**src/rtl/seq_mul_pkg.sv**
```systemverilog
// Shared types for the sequential shift-and-add multiplier: FSM state encoding and default operand width.
package seq_mul_pkg;

  localparam int DEF_WIDTH = 4;

  typedef enum logic [1:0] {
    IDLE = 2'b00,
    RUN  = 2'b01,
    DONE = 2'b10
  } state_e;

endpackage

```
**src/rtl/add_w.sv**
```systemverilog
// WIDTH-bit ripple-carry adder chained from fulladd cells; combinational, no handshake.
module add_w #(
  parameter int WIDTH = 4
) (
  input  logic             cin,
  input  logic [WIDTH-1:0] a,
  input  logic [WIDTH-1:0] b,
  output logic [WIDTH-1:0] sum,
  output logic             cout
);

  logic [WIDTH:0] carry;

  assign carry[0] = cin;
  assign cout     = carry[WIDTH];

  for (genvar i = 0; i < WIDTH; i++) begin : g_bit
    fulladd u_fa (
      .a    (a[i]),
      .b    (b[i]),
      .cin  (carry[i]),
      .sum  (sum[i]),
      .cout (carry[i+1])
    );
  end

endmodule

```
**src/rtl/fulladd.sv**
```systemverilog
// One-bit full adder cell, purely combinational; used as the ripple element of add_w.
module fulladd (
  input  logic a,
  input  logic b,
  input  logic cin,
  output logic sum,
  output logic cout
);

  assign sum  = a ^ b ^ cin;
  assign cout = (a & b) | (cin & (a ^ b));

endmodule

```
**src/rtl/seq_mul_ctrl.sv**
```systemverilog
// Unsigned shift-and-add multiplier sharing one add_w over WIDTH iterations; done pulses WIDTH+1
// cycles after accept; start is only sampled in IDLE, requests while busy are dropped, not queued.
module seq_mul_ctrl
  import seq_mul_pkg::*;
#(
  parameter int WIDTH = DEF_WIDTH
) (
  input  logic               clk,
  input  logic               rst_n,
  input  logic               start,
  input  logic [WIDTH-1:0]   a,
  input  logic [WIDTH-1:0]   b,
  output logic               busy,
  output logic               done,
  output logic [2*WIDTH-1:0] product
);

  localparam int CNT_W = $clog2(WIDTH) + 1;
  localparam logic [CNT_W-1:0] LAST_CNT = CNT_W'(WIDTH - 1);

  state_e               state_q, state_d;
  logic [WIDTH-1:0]     m_q, m_d;
  logic [WIDTH-1:0]     acc_q, acc_d;
  logic [WIDTH-1:0]     q_q, q_d;
  logic [CNT_W-1:0]     count_q, count_d;
  logic                 busy_q, busy_d;
  logic                 done_q, done_d;
  logic [2*WIDTH-1:0]   product_q, product_d;

  logic [WIDTH-1:0]     addend;
  logic [WIDTH-1:0]     sum;
  logic                 cout;

  assign addend = q_q[0] ? m_q : '0;

  add_w #(
    .WIDTH (WIDTH)
  ) u_add (
    .cin  (1'b0),
    .a    (acc_q),
    .b    (addend),
    .sum  (sum),
    .cout (cout)
  );

  always_comb begin
    state_d   = state_q;
    m_d       = m_q;
    acc_d     = acc_q;
    q_d       = q_q;
    count_d   = count_q;
    product_d = product_q;

    case (state_q)
      IDLE: begin
        if (start) begin
          state_d = RUN;
          m_d     = a;
          q_d     = b;
          acc_d   = '0;
          count_d = '0;
        end
      end
      RUN: begin
        // The carry register would always read 0 after the shift, so cout feeds A's MSB directly.
        acc_d   = {cout, sum[WIDTH-1:1]};
        q_d     = {sum[0], q_q[WIDTH-1:1]};
        count_d = count_q + CNT_W'(1);
        if (count_q == LAST_CNT) begin
          state_d   = DONE;
          product_d = {acc_d, q_d};
        end
      end
      DONE: begin
        state_d = IDLE;
      end
      default: begin
        state_d = IDLE;
      end
    endcase

    busy_d = (state_d != IDLE);
    done_d = (state_d == DONE);
  end

  always_ff @(posedge clk or negedge rst_n) begin
    if (!rst_n) begin
      state_q   <= IDLE;
      m_q       <= '0;
      acc_q     <= '0;
      q_q       <= '0;
      count_q   <= '0;
      busy_q    <= 1'b0;
      done_q    <= 1'b0;
      product_q <= '0;
    end else begin
      state_q   <= state_d;
      m_q       <= m_d;
      acc_q     <= acc_d;
      q_q       <= q_d;
      count_q   <= count_d;
      busy_q    <= busy_d;
      done_q    <= done_d;
      product_q <= product_d;
    end
  end

  assign busy    = busy_q;
  assign done    = done_q;
  assign product = product_q;

endmodule

```
**config.mk**
```make
export PLATFORM = sky130hd
export DESIGN_NAME = seq_mul_ctrl
export DESIGN_NICKNAME = d
export VERILOG_FILES = /design/src/rtl/seq_mul_pkg.sv /design/src/rtl/add_w.sv /design/src/rtl/fulladd.sv /design/src/rtl/seq_mul_ctrl.sv
export SDC_FILE = /design/constraint.sdc
export NUM_CORES = 1
export LEC_CHECK = 0
export CAP_MARGIN = 10
export CORE_MARGIN = 5
export CORE_UTILIZATION = 43
export CTS_CLUSTER_DIAMETER = 40
export CTS_CLUSTER_SIZE = 30
export DETAILED_ROUTE_END_ITERATION = 8
export PLACE_DENSITY = 0.67
export SETUP_SLACK_MARGIN = 0.02
export SLEW_MARGIN = 10
export SYNTH_ARGS = -nofsm -noshare
export SYNTH_HDL_FRONTEND = slang
export SYNTH_SLANG_ARGS = --single-unit
```
**constraint.sdc**
```tcl
create_clock -name clk -period 4.67 [get_ports clk]
set_clock_uncertainty 0.15 [all_clocks]
set_input_delay 0.467 -clock clk [delete_from_list [all_inputs] [get_ports clk]]
set_output_delay 0.467 -clock clk [all_outputs]
set_load 0.02 [all_outputs]
```
==> results.md <==
- The repair_antennas step left the layout with diodes totalling 0.
- The critical path is of the reg -> reg type.
- For this run, the total global-route usage over all layers was measured as 11.09%.
- The largest voltage drop on the vdd net is just over 0.4 mV.
- The number of remaining DRC errors is 0.
- The TritonCTS buffer count is 3.
- In this run the register-to-register setup slack is 2.32 ns.
- After clock tree synthesis, the flow added hold-fix buffers numbering 0.
- The share of total power dissipated in the clock network is 10.7%.
- The routability-driven placement congestion ratio is 0.8276.
- The minimum clock period is 2.352 ns.
- In this run, flip-flops and latches consume 43.1% of the power.
- Walking the worst path, the cells encountered are and2_1 -> ha_1 -> inv_1 -> fa_1 -> fa_1 -> fa_1 -> mux2i_1.
- The clock network latency to the later pin of the worst-skew pair is 0.32 ns.
- The transition time at the pin with the least slew margin is 0.7009 ns.
- The startpoint type of the worst setup path is a flop.
- The clock tree from TritonCTS is yes.
- Summing the areas of all xor and xnor instances in the mapped netlist gives 0% of the synthesized area.
- The starting density of the core is 44.30%.
- In this run switching power makes up 36.83% of total power.
- The HPWL after detailed placement is 1.510 mm.
- The count of final setup violators is 0.
- The number of buffers inserted to repair setup after CTS is 0.
- In this run the deepest clock path goes through 2 buffers.
- Static timing analysis puts the maximum clock frequency at about 0.43 GHz.
- The adder-cell share of the synthesized area is 8.058%.
- In the finished design, the share of the clock period the worst path needs comes to around 50%.
- Together, buffers and inverters on the worst path number 1.
- Of all nets on the critical path, the largest fanout is 5.
- After clock tree synthesis, the repair step resized 0 gates.
- The combinational cell fraction of total power is 46.2%.
- The via count of the first global-routing pass is 747.
- The first global-routing pass estimated around 3.5 mm of wire.
- The ratio of routed vias to standard cells is 5.093.
- The area of the die is around 4000 um2.
- The number of core rows is 19.
- Synthesis produced a netlist whose cell count is 87.
- The proportion of layout cells with a drive suffix above 1 is 15.60%.
- The flow ran to the end, and the final reports show no timing, DRC or antenna violations.
- The number of nets produced by synthesis is around 100.
- The accumulated negative setup slack is 0 ns.
- The number of H-tree levels is 1.
- Measured in cells, the most critical reg-to-reg path has a length of 7.
- The tool flagged a number of max-cap violations equal to 0.
- The net total in the final layout is 127.
- The total number of vias is 713.
- The summed instance area of the synthesized netlist is 1211 um2.
- The cell with the most instances on the worst path is sky130_fd_sc_hd__fa_1.
- The core region is 2734 um2.
- Setup repair after global routing left no endpoint under its margin.
- Data on the critical path is required at its endpoint by 4.71 ns.
- The number of max-slew violations in the final report came to 0.
- The element type at the critical path end is a flop.
- Counting flops and latches in the post-synthesis netlist gives 27.
- The total net switching power is 0.3493 mW.
- The count of yosys warnings during synthesis is 0.
- After synthesis, the cell types taking the most area are sky130_fd_sc_hd__dfrtp_1 (56%), sky130_fd_sc_hd__fa_1 (5.0%), sky130_fd_sc_hd__mux2_4 (5.0%).
- The number of nets with antenna violations after routing is 0.
- The number of I/O port buffers is 20.
- The critical path crosses 7 cells after its start point.
- By area, the combinational part of the netlist is dominated by multiplexers.
- Measured against its own limit, the worst slew margin works out to 53.13%.
- Internal power comes to about 0.60 mW.
- The die is 63.07 um tall.
- The initial antenna violation count came to 0.
- The die is 63.07 um wide.
- The maximum number of pins on one net before global-route repair is 28.
- The slowest stage cell on the critical path is sky130_fd_sc_hd__fa_1.
- Global routing finished with a remaining overflow of 0.
- The total number of clock tree sinks is 27.
- The endpoint identified for the worst register-to-register timing path is product[6].
- The ratio of total power to cell area is 649.4 nW/um2.
- The origin of the critical flop-to-flop path is q_q[0].
- The DRC violation total after the first TritonRoute iteration is 15.
- The post-synthesis share of cell area spent on and, or, nand and nor gates is 8.471%.
- The final number of hold-violating endpoints is 0.
- Relative to the synthesized area, the layout overhead comes to 20.56%.
- The average cell area after synthesis is 13.92 um2.
- After layout, the design draws a total of 0.9482 mW.
- The count of distinct cell types in the synthesized netlist is 22.
- The average routed wire per standard cell is 14.40 um.
- The maximum single-stage delay on the critical path is 0.51 ns.
- The portion of synthesized area spent on multiplexers is 12.81%.
- The first-pass iteration count of the detailed router is 3.
- The clock input transition at the sequential cells of the worst setup and hold paths is 0.15 ns.
- Summed over its instances, the top area cell type makes up a little under three fifths of the synthesized netlist area.
- Among cell families on the critical path, the largest total delay comes from adder cells.
- The synthesized-area fraction occupied by ao, oa, aoi and oai cells is 8.574%.
- The tree is rooted in a sky130_fd_sc_hd__clkbuf_4.
- STA puts the critical path data arrival time at 2.39 ns.
- For this run, the register share of the synthesized area comes to between 50% and 60%.
- The synthesized design spends more area on one cell type than any other, namely sky130_fd_sc_hd__dfrtp_1.
- The tightest min-delay check is of the in -> async type.
- After detailed routing, the total wire length is 2.016 mm.
- For this design the static power due to leakage is 0.6661 nW.
- Pin placement for this block handled 21 I/O pins.
## placed cells by master, fill, tap and decap left out, drive strengths merged
master         synthesis  final
dfrtp                 27     27
clkdlybuf4s50          0     20
inv                   13     13
mux2                   8      8
mux2i                  5      5
o22ai                  4      4
or4b                   4      4
o221a                  4      4
nand2b                 3      3
nand2                  3      3
fa                     3      3
ha                     3      3
clkbuf                 0      3
o2bb2ai                2      2
nand3b                 1      1
a21oi                  1      1
and2                   1      1
o21bai                 1      1
nor3b                  1      1
clkinvlp               0      1
buf                    3      1
## cells by family (layout without fill, tap and decap cells)
group,count (synthesis),in the layout
buffers and inverters,16,38
AO/OA/AOI/OAI,12,12
adder cells (fa/ha/maj),6,6
AND/OR/NAND/NOR,13,13
flip-flops,27,27
multiplexers,13,13
## power groups by stage
stage	clock network, mW	logic, mW	registers [mW]
3_3_place_gp	0	0.437	0.407
4_1_cts	0.105	0.449	0.409
3_5_place_dp	0	0.448	0.414
5_1_grt	0.113	0.493	0.422
6_report	0.102	0.438	0.409
2_1_floorplan	0	0.290	0.431
## metrics by stage
stage	cell area (um2)	cells	hold slack, ns	setup WS (ns)	util [%]
6_report	1460	140	0.3388	2.318	53.41
5_1_grt	1460	140	0.3663	2.205	53.41
4_1_cts	1460	140	0.3448	2.304	53.41
3_5_place_dp	1430	136	0.3279	2.324	52.31
3_3_place_gp	1430	136	0.3129	2.364	52.31
2_1_floorplan	1211	87	0.02141	2.414	-
## final cells by class
type	instances	area, um2
clock buffer	3	22.52
clock inverter	1	7.507
fill	223	1274
inverter	13	48.80
multi-input combinational	44	459.2
sequential	27	675.6
tap	31	38.79
timing repair buffer	21	207.7
## per-layer routing
layer / routed length [um] / track usage, % / share of wire (%)
met5: 0 / 0 / 0
met1: 933 / 14.61 / 46
met2: 985 / 17.69 / 49
met4: 20 / 3.979 / 0.99
met3: 76 / 2.664 / 3.8
## worst register-to-register path, cell delays in order, from the launching register on
cell	delay, ns
sky130_fd_sc_hd__dfrtp_1	0.42
sky130_fd_sc_hd__and2_1	0.14
sky130_fd_sc_hd__ha_1	0.13
sky130_fd_sc_hd__inv_1	0.04
sky130_fd_sc_hd__fa_1	0.37
sky130_fd_sc_hd__fa_1	0.38
sky130_fd_sc_hd__fa_1	0.51
sky130_fd_sc_hd__mux2i_1	0.07
## synth_stat cells, drive strengths merged
| master | n |
|---|---|
| fa | 3 |
| or4b | 4 |
| o21bai | 1 |
| mux2 | 8 |
| o22ai | 4 |
| nand3b | 1 |
| a21oi | 1 |
| and2 | 1 |
| inv | 13 |
| nand2b | 3 |
| mux2i | 5 |
| buf | 3 |
| ha | 3 |
| nand2 | 3 |
| o221a | 4 |
| nor3b | 1 |
| o2bb2ai | 2 |
| dfrtp | 27 |
## how the worst max path moves through the flow
| stage | startpoint | endpoint | slack [ns] |
|---|---|---|---|
| after CTS | q_q[0] | product[6] | 2.30 |
| after floorplan | q_q[0] | acc_q[2] | 2.41 |
| final | q_q[0] | product[6] | 2.32 |
| after global placement | q_q[0] | acc_q[2] | 2.36 |
| after global routing | q_q[0] | product[6] | 2.21 |
| after detailed placement | q_q[0] | product[6] | 2.32 |
## sequential cells by signal (all words and copies together) (netlist names)
signal,flops
acc_q,4
busy,1
count_q,3
done,1
m_q,4
product,8
q_q,4
state_q,2
No activity file was read; power rests on OpenSTA's default activity.
==> RTL change 1 (same settings) <==
Register the output `done` once more, with the module's reset; this adds one clock of latency there. The other outputs are not delayed to match.
--- a/src/rtl/seq_mul_ctrl.sv
+++ b/src/rtl/seq_mul_ctrl.sv
@@ -107,5 +107,11 @@
 
   assign busy    = busy_q;
-  assign done    = done_q;
+  always_ff @(posedge clk or negedge rst_n) begin
+    if (!rst_n) begin
+      done <= '0;
+    end else begin
+      done <= done_q;
+    end
+  end
   assign product = product_q;
 
Behaviour: not the same (Yosys sat finds a counterexample within 10 cycles, from zero or initial values and one cycle with rst_n low).
==> RTL change 1 against the original RTL <==
Critical path depth did not move. Total power increased by 13%. Sequential cell count rose by 1. Design area increased by 2.0%. Setup slack worse by 54 ps. Wire length rose by 2.1%. Highest routed layer unchanged. Die area shrank 0.35%. Synthesized area shrank 0.41%.
==> RTL change 1: results (changes against the original RTL) <==
RUN STATUS
-------------------------------------------------------------------------------------
Result of the run ...................................................... finished, final reports clean

GLOBAL ROUTE
-------------------------------------------------------------------------------------
Met2 track demand over resource ........................................        0.183   +0.00641
M1 GR Usage ............................................................        0.146   -0.000480
Wire length of the first global-routing pass ...........................      3.65 mm   +4.1%
Vias in the first global route .........................................          745   -0.27%
Total track usage ......................................................        0.115   +0.00423
Met3 layer usage reported by global route ..............................       0.0486   +0.0219
Largest net degree at the start of global routing ......................           29   +3.6%

PLACE
-------------------------------------------------------------------------------------
Post-DP HPWL ...........................................................      1.56 mm   +3.6%
Number of buffers added on ports .......................................           20   unchanged
Routability cong. ......................................................        0.748   -9.6%

ROUTE
-------------------------------------------------------------------------------------
Met3 Routed Length .....................................................       106 um   +39%
Sum of routed wire segments on met1 ....................................       927 um   -0.64%
Met2 wire len ..........................................................      1.01 mm   +2.5%
Routed via count .......................................................          722   +1.3%
Count of routing violations after the opening detailed-route iteration .           10   -5
Detailed Routing Iterations Pass 1 .....................................            4   +1
Average detailed-routed wire length per instance .......................      14.8 um   +2.8%
Routed vias/inst .......................................................         5.19   +2.0%

SETUP PATH
-------------------------------------------------------------------------------------
Worst R2R End ..........................................................     acc_q[2]
Arrival time of the worst setup path ...................................      2480 ps   +90 ps
Cells on worst reg2reg path ............................................            7   unchanged
Register-to-register setup slack .......................................      2260 ps   -50 ps

FINISH
-------------------------------------------------------------------------------------
Share of layout cells above drive strength 1 ...........................        0.185   +0.0292
Net count of the finished layout .......................................          126   -0.79%
Fill cell count ........................................................          240   +7.6%

STA
-------------------------------------------------------------------------------------
Worst slew slack as a fraction of its limit ............................        0.575   +0.0439

SYNTHESIS
-------------------------------------------------------------------------------------
Count of synthesis-stage warnings from yosys ...........................            0   unchanged
Most instantiated cells after synthesis ................................ dfrtp_1 (28), inv_1 (12), mux2i_1 (5)
Number of nets produced by synthesis ...................................          102   -1.9%
Part of the Yosys area used for sequential elements ....................        0.581   +0.0231
Number of unique standard cell types used by synthesis .................           21   -4.5%
Cell types with the largest area share after synthesis ................. dfrtp_1 (58%), fa_1 (5.0%), mux2_4 (5.0%)

MIN PATH
-------------------------------------------------------------------------------------
Hold WC Path Type ...................................................... flop to flop
Hold worst-path end ....................................................         done

POWER AND IR DROP
-------------------------------------------------------------------------------------
Leak ...................................................................     0.692 nW   +3.8%
VDD IR max .............................................................       490 uV   +19%

CLOCK TREE
-------------------------------------------------------------------------------------
Number of setup buffers added after CTS ................................            0   unchanged
Root buffer cell .......................................................     clkbuf_4

==> RTL change 1: cell types whose count changed after synthesis <==
cell | before | now
mux2_1 | 4 | 0
mux2_2 | 0 | 4
inv_1 | 10 | 12
inv_2 | 3 | 1
nand2b_1 | 3 | 1
buf_6 | 2 | 1
dfrtp_1 | 27 | 28
nor3b_2 | 0 | 1
nor3b_4 | 1 | 0
o221a_1 | 1 | 0
o221a_2 | 3 | 4
==> RTL change 1: area by class of cell <==
| type | instances | area (um2) | share of cell area |
|---|---|---|---|
| Multi-Input combinational cell | 42 | 440 | 0.296 |
| Clock buffer | 3 | 22.5 | 0.0151 |
| Inverter | 13 | 48.8 | 0.0328 |
| Sequential cell | 28 | 701 | 0.471 |
| Timing Repair Buffer | 21 | 208 | 0.139 |
| Clock inverter | 1 | 30.0 | 0.0202 |
| Tap cell | 31 | 38.8 | 0.0261 |
==> RTL change 1: worst max path at each step <==
| stage | start | to | slack, ps | cells after the start |
|---|---|---|---|---|
| finish | q_q[0] | acc_q[2] | 2260 | 7 |
| global route | q_q[0] | acc_q[2] | 2210 | 7 |
| CTS | q_q[0] | acc_q[2] | 2240 | 7 |
| detailed placement | q_q[0] | acc_q[2] | 2250 | 7 |
| global placement | q_q[0] | acc_q[2] | 2360 | 7 |
| floorplan | q_q[0] | acc_q[2] | 2410 | 7 |
==> RTL change 1: report_power, final <==
group | leakage [nW] | total, mW | switching (mW) | internal (mW)
clock network | 0.0279 | 0.155 | 0.0681 | 0.0868
registers | 0.339 | 0.428 | 0.0701 | 0.358
logic | 0.324 | 0.486 | 0.231 | 0.255
total | 0.692 | 1.07 | 0.369 | 0.699
==> RTL change 1: per-stage QoR <==
| stage | cells | area, um2 | setup slack [ps] | hold WS (ps) | power, mW |
|---|---|---|---|---|---|
| finish | 139 | 1490 | 2260 | 226 | 1.07 |
| global route | 139 | 1490 | 2210 | 252 | 1.15 |
| CTS | 139 | 1490 | 2240 | 231 | 1.09 |
| detailed placement | 135 | 1440 | 2250 | 197 | 0.933 |
| global placement | 135 | 1440 | 2360 | 193 | 0.906 |
| floorplan | 85 | 1210 | 2410 | 21.4 | 0.763 |
==> RTL change 1: critical path, cell delays in order, from the launching register on <==
cell	delay [ps]
dfrtp_1	420
and2_1	160
ha_1	140
inv_1	50
fa_1	390
fa_1	400
fa_1	510
o22ai_1	90
==> RTL change 1: cell families (layout without fill, tap and decap cells) <==
family,Yosys count,count (layout),share of synthesized area
AO/OA/AOI/OAI,12,12,0.0861
adder cells (fa/ha/maj),6,6,0.0809
buffers and inverters,15,38,0.0539
flip-flops,28,28,0.581
multiplexers,13,13,0.129
AND/OR/NAND/NOR,11,11,0.0695
==> RTL change 2 (config.mk and constraints unchanged) <==
Without the edit above. `DEF_WIDTH`: 4 -> 2.
--- a/src/rtl/seq_mul_pkg.sv
+++ b/src/rtl/seq_mul_pkg.sv
@@ -2,5 +2,5 @@
 package seq_mul_pkg;
 
-  localparam int DEF_WIDTH = 4;
+  localparam int DEF_WIDTH = 2;
 
   typedef enum logic [1:0] {
Ports: changed (resized a, b and product); port bits go from 21 to 13. No check against the original RTL was run, so the function may have changed too.
==> RTL change 2 against the original RTL <==
Clock power is 9% lower. Wire length down 43%. Largest power group is now registers. Setup slack improved by 490 ps. Synthesized area down 44%. Total power down 40%. Sequential cell count fell by 11. Critical endpoint is now product[3]. Design area down 42%. Core utilization rose by 2.7 points.
==> RTL change 2: results (changes against the original RTL) <==
RUN STATUS
-------------------------------------------------------------------------------------
Result of the run ...................................................... finished, final reports clean

STA
-------------------------------------------------------------------------------------
Hold Worst Slack .......................................................       340 ps   +0.886 ps
Final Cycle Share ......................................................        0.399   -0.105
Transition time at the pin with the least slew margin ..................       695 ps   -5.75 ps

FINISH
-------------------------------------------------------------------------------------
Clock-cell share of area ...............................................       0.0429   +0.0223
Bufs w/o clock .........................................................           12   -43%
Signal inverters .......................................................            4   -9
Multi-input combinational area share ...................................        0.300   -0.0142
Layout overhead on the synthesized area ................................        24.3%
Max reg flops ..........................................................            4   -4
Fill cell count ........................................................          129   -42%

GLOBAL ROUTE
-------------------------------------------------------------------------------------
Largest net degree at the start of global routing ......................           17   -39%
Vias in the first global route .........................................          415   -44%

POWER AND IR DROP
-------------------------------------------------------------------------------------
VDD IR max .............................................................       402 uV   -2.2%

SYNTHESIS
-------------------------------------------------------------------------------------
Number of nets produced by synthesis ...................................           58   -44%
Number of unique standard cell types used by synthesis .................           18   -18%
Synthesized area .......................................................      681 um2   -44%

PLACE
-------------------------------------------------------------------------------------
Number of buffers added on ports .......................................           12   -40%
Total instance count after detailed placement ..........................           75   -45%

SETUP PATH
-------------------------------------------------------------------------------------
CP max stage delay .....................................................       600 ps   +90 ps
Register-to-register setup slack .......................................      2970 ps   +650 ps

ROUTE
-------------------------------------------------------------------------------------
Count of routing violations after the opening detailed-route iteration .            6   -9
Routed via count .......................................................          428   -40%

MIN PATH
-------------------------------------------------------------------------------------
Hold WC Path Type ...................................................... flop to flop

CLOCK TREE
-------------------------------------------------------------------------------------
Clock-pin slew on the worst setup and hold paths .......................       100 ps   -50 ps

[RTL change 2: changes by cell type after synthesis, moves of 4 or more]
cell	before	now
inv_1	10	4
mux2_4	4	0
dfrtp_1	27	16
mux2_1	4	0
mux2_2	0	6
mux2i_1	5	1
[RTL change 2: per-layer routing]
metal,part of all wire,routed length [um],track usage
met3,0.060,69,0.0422
met2,0.43,498,0.150
met1,0.47,549,0.133
met5,0,0,0
met4,0.034,39,0.0786
[RTL change 2: cells by family after synthesis]
group / share of synthesized area
flops: 0.588
simple gates: 0.107
mux: 0.114
compound gates: 0.0864
fa+ha+maj: 0.0662
buf+inv: 0.0386
[RTL change 2: power groups by stage]
stage | clock network, mW | registers, mW | logic, mW
finish | 0.0930 | 0.239 | 0.237
global route | 0.103 | 0.247 | 0.260
CTS | 0.0949 | 0.239 | 0.241
detailed placement | 0 | 0.241 | 0.240
global placement | 0 | 0.240 | 0.237
floorplan | 0 | 0.255 | 0.149
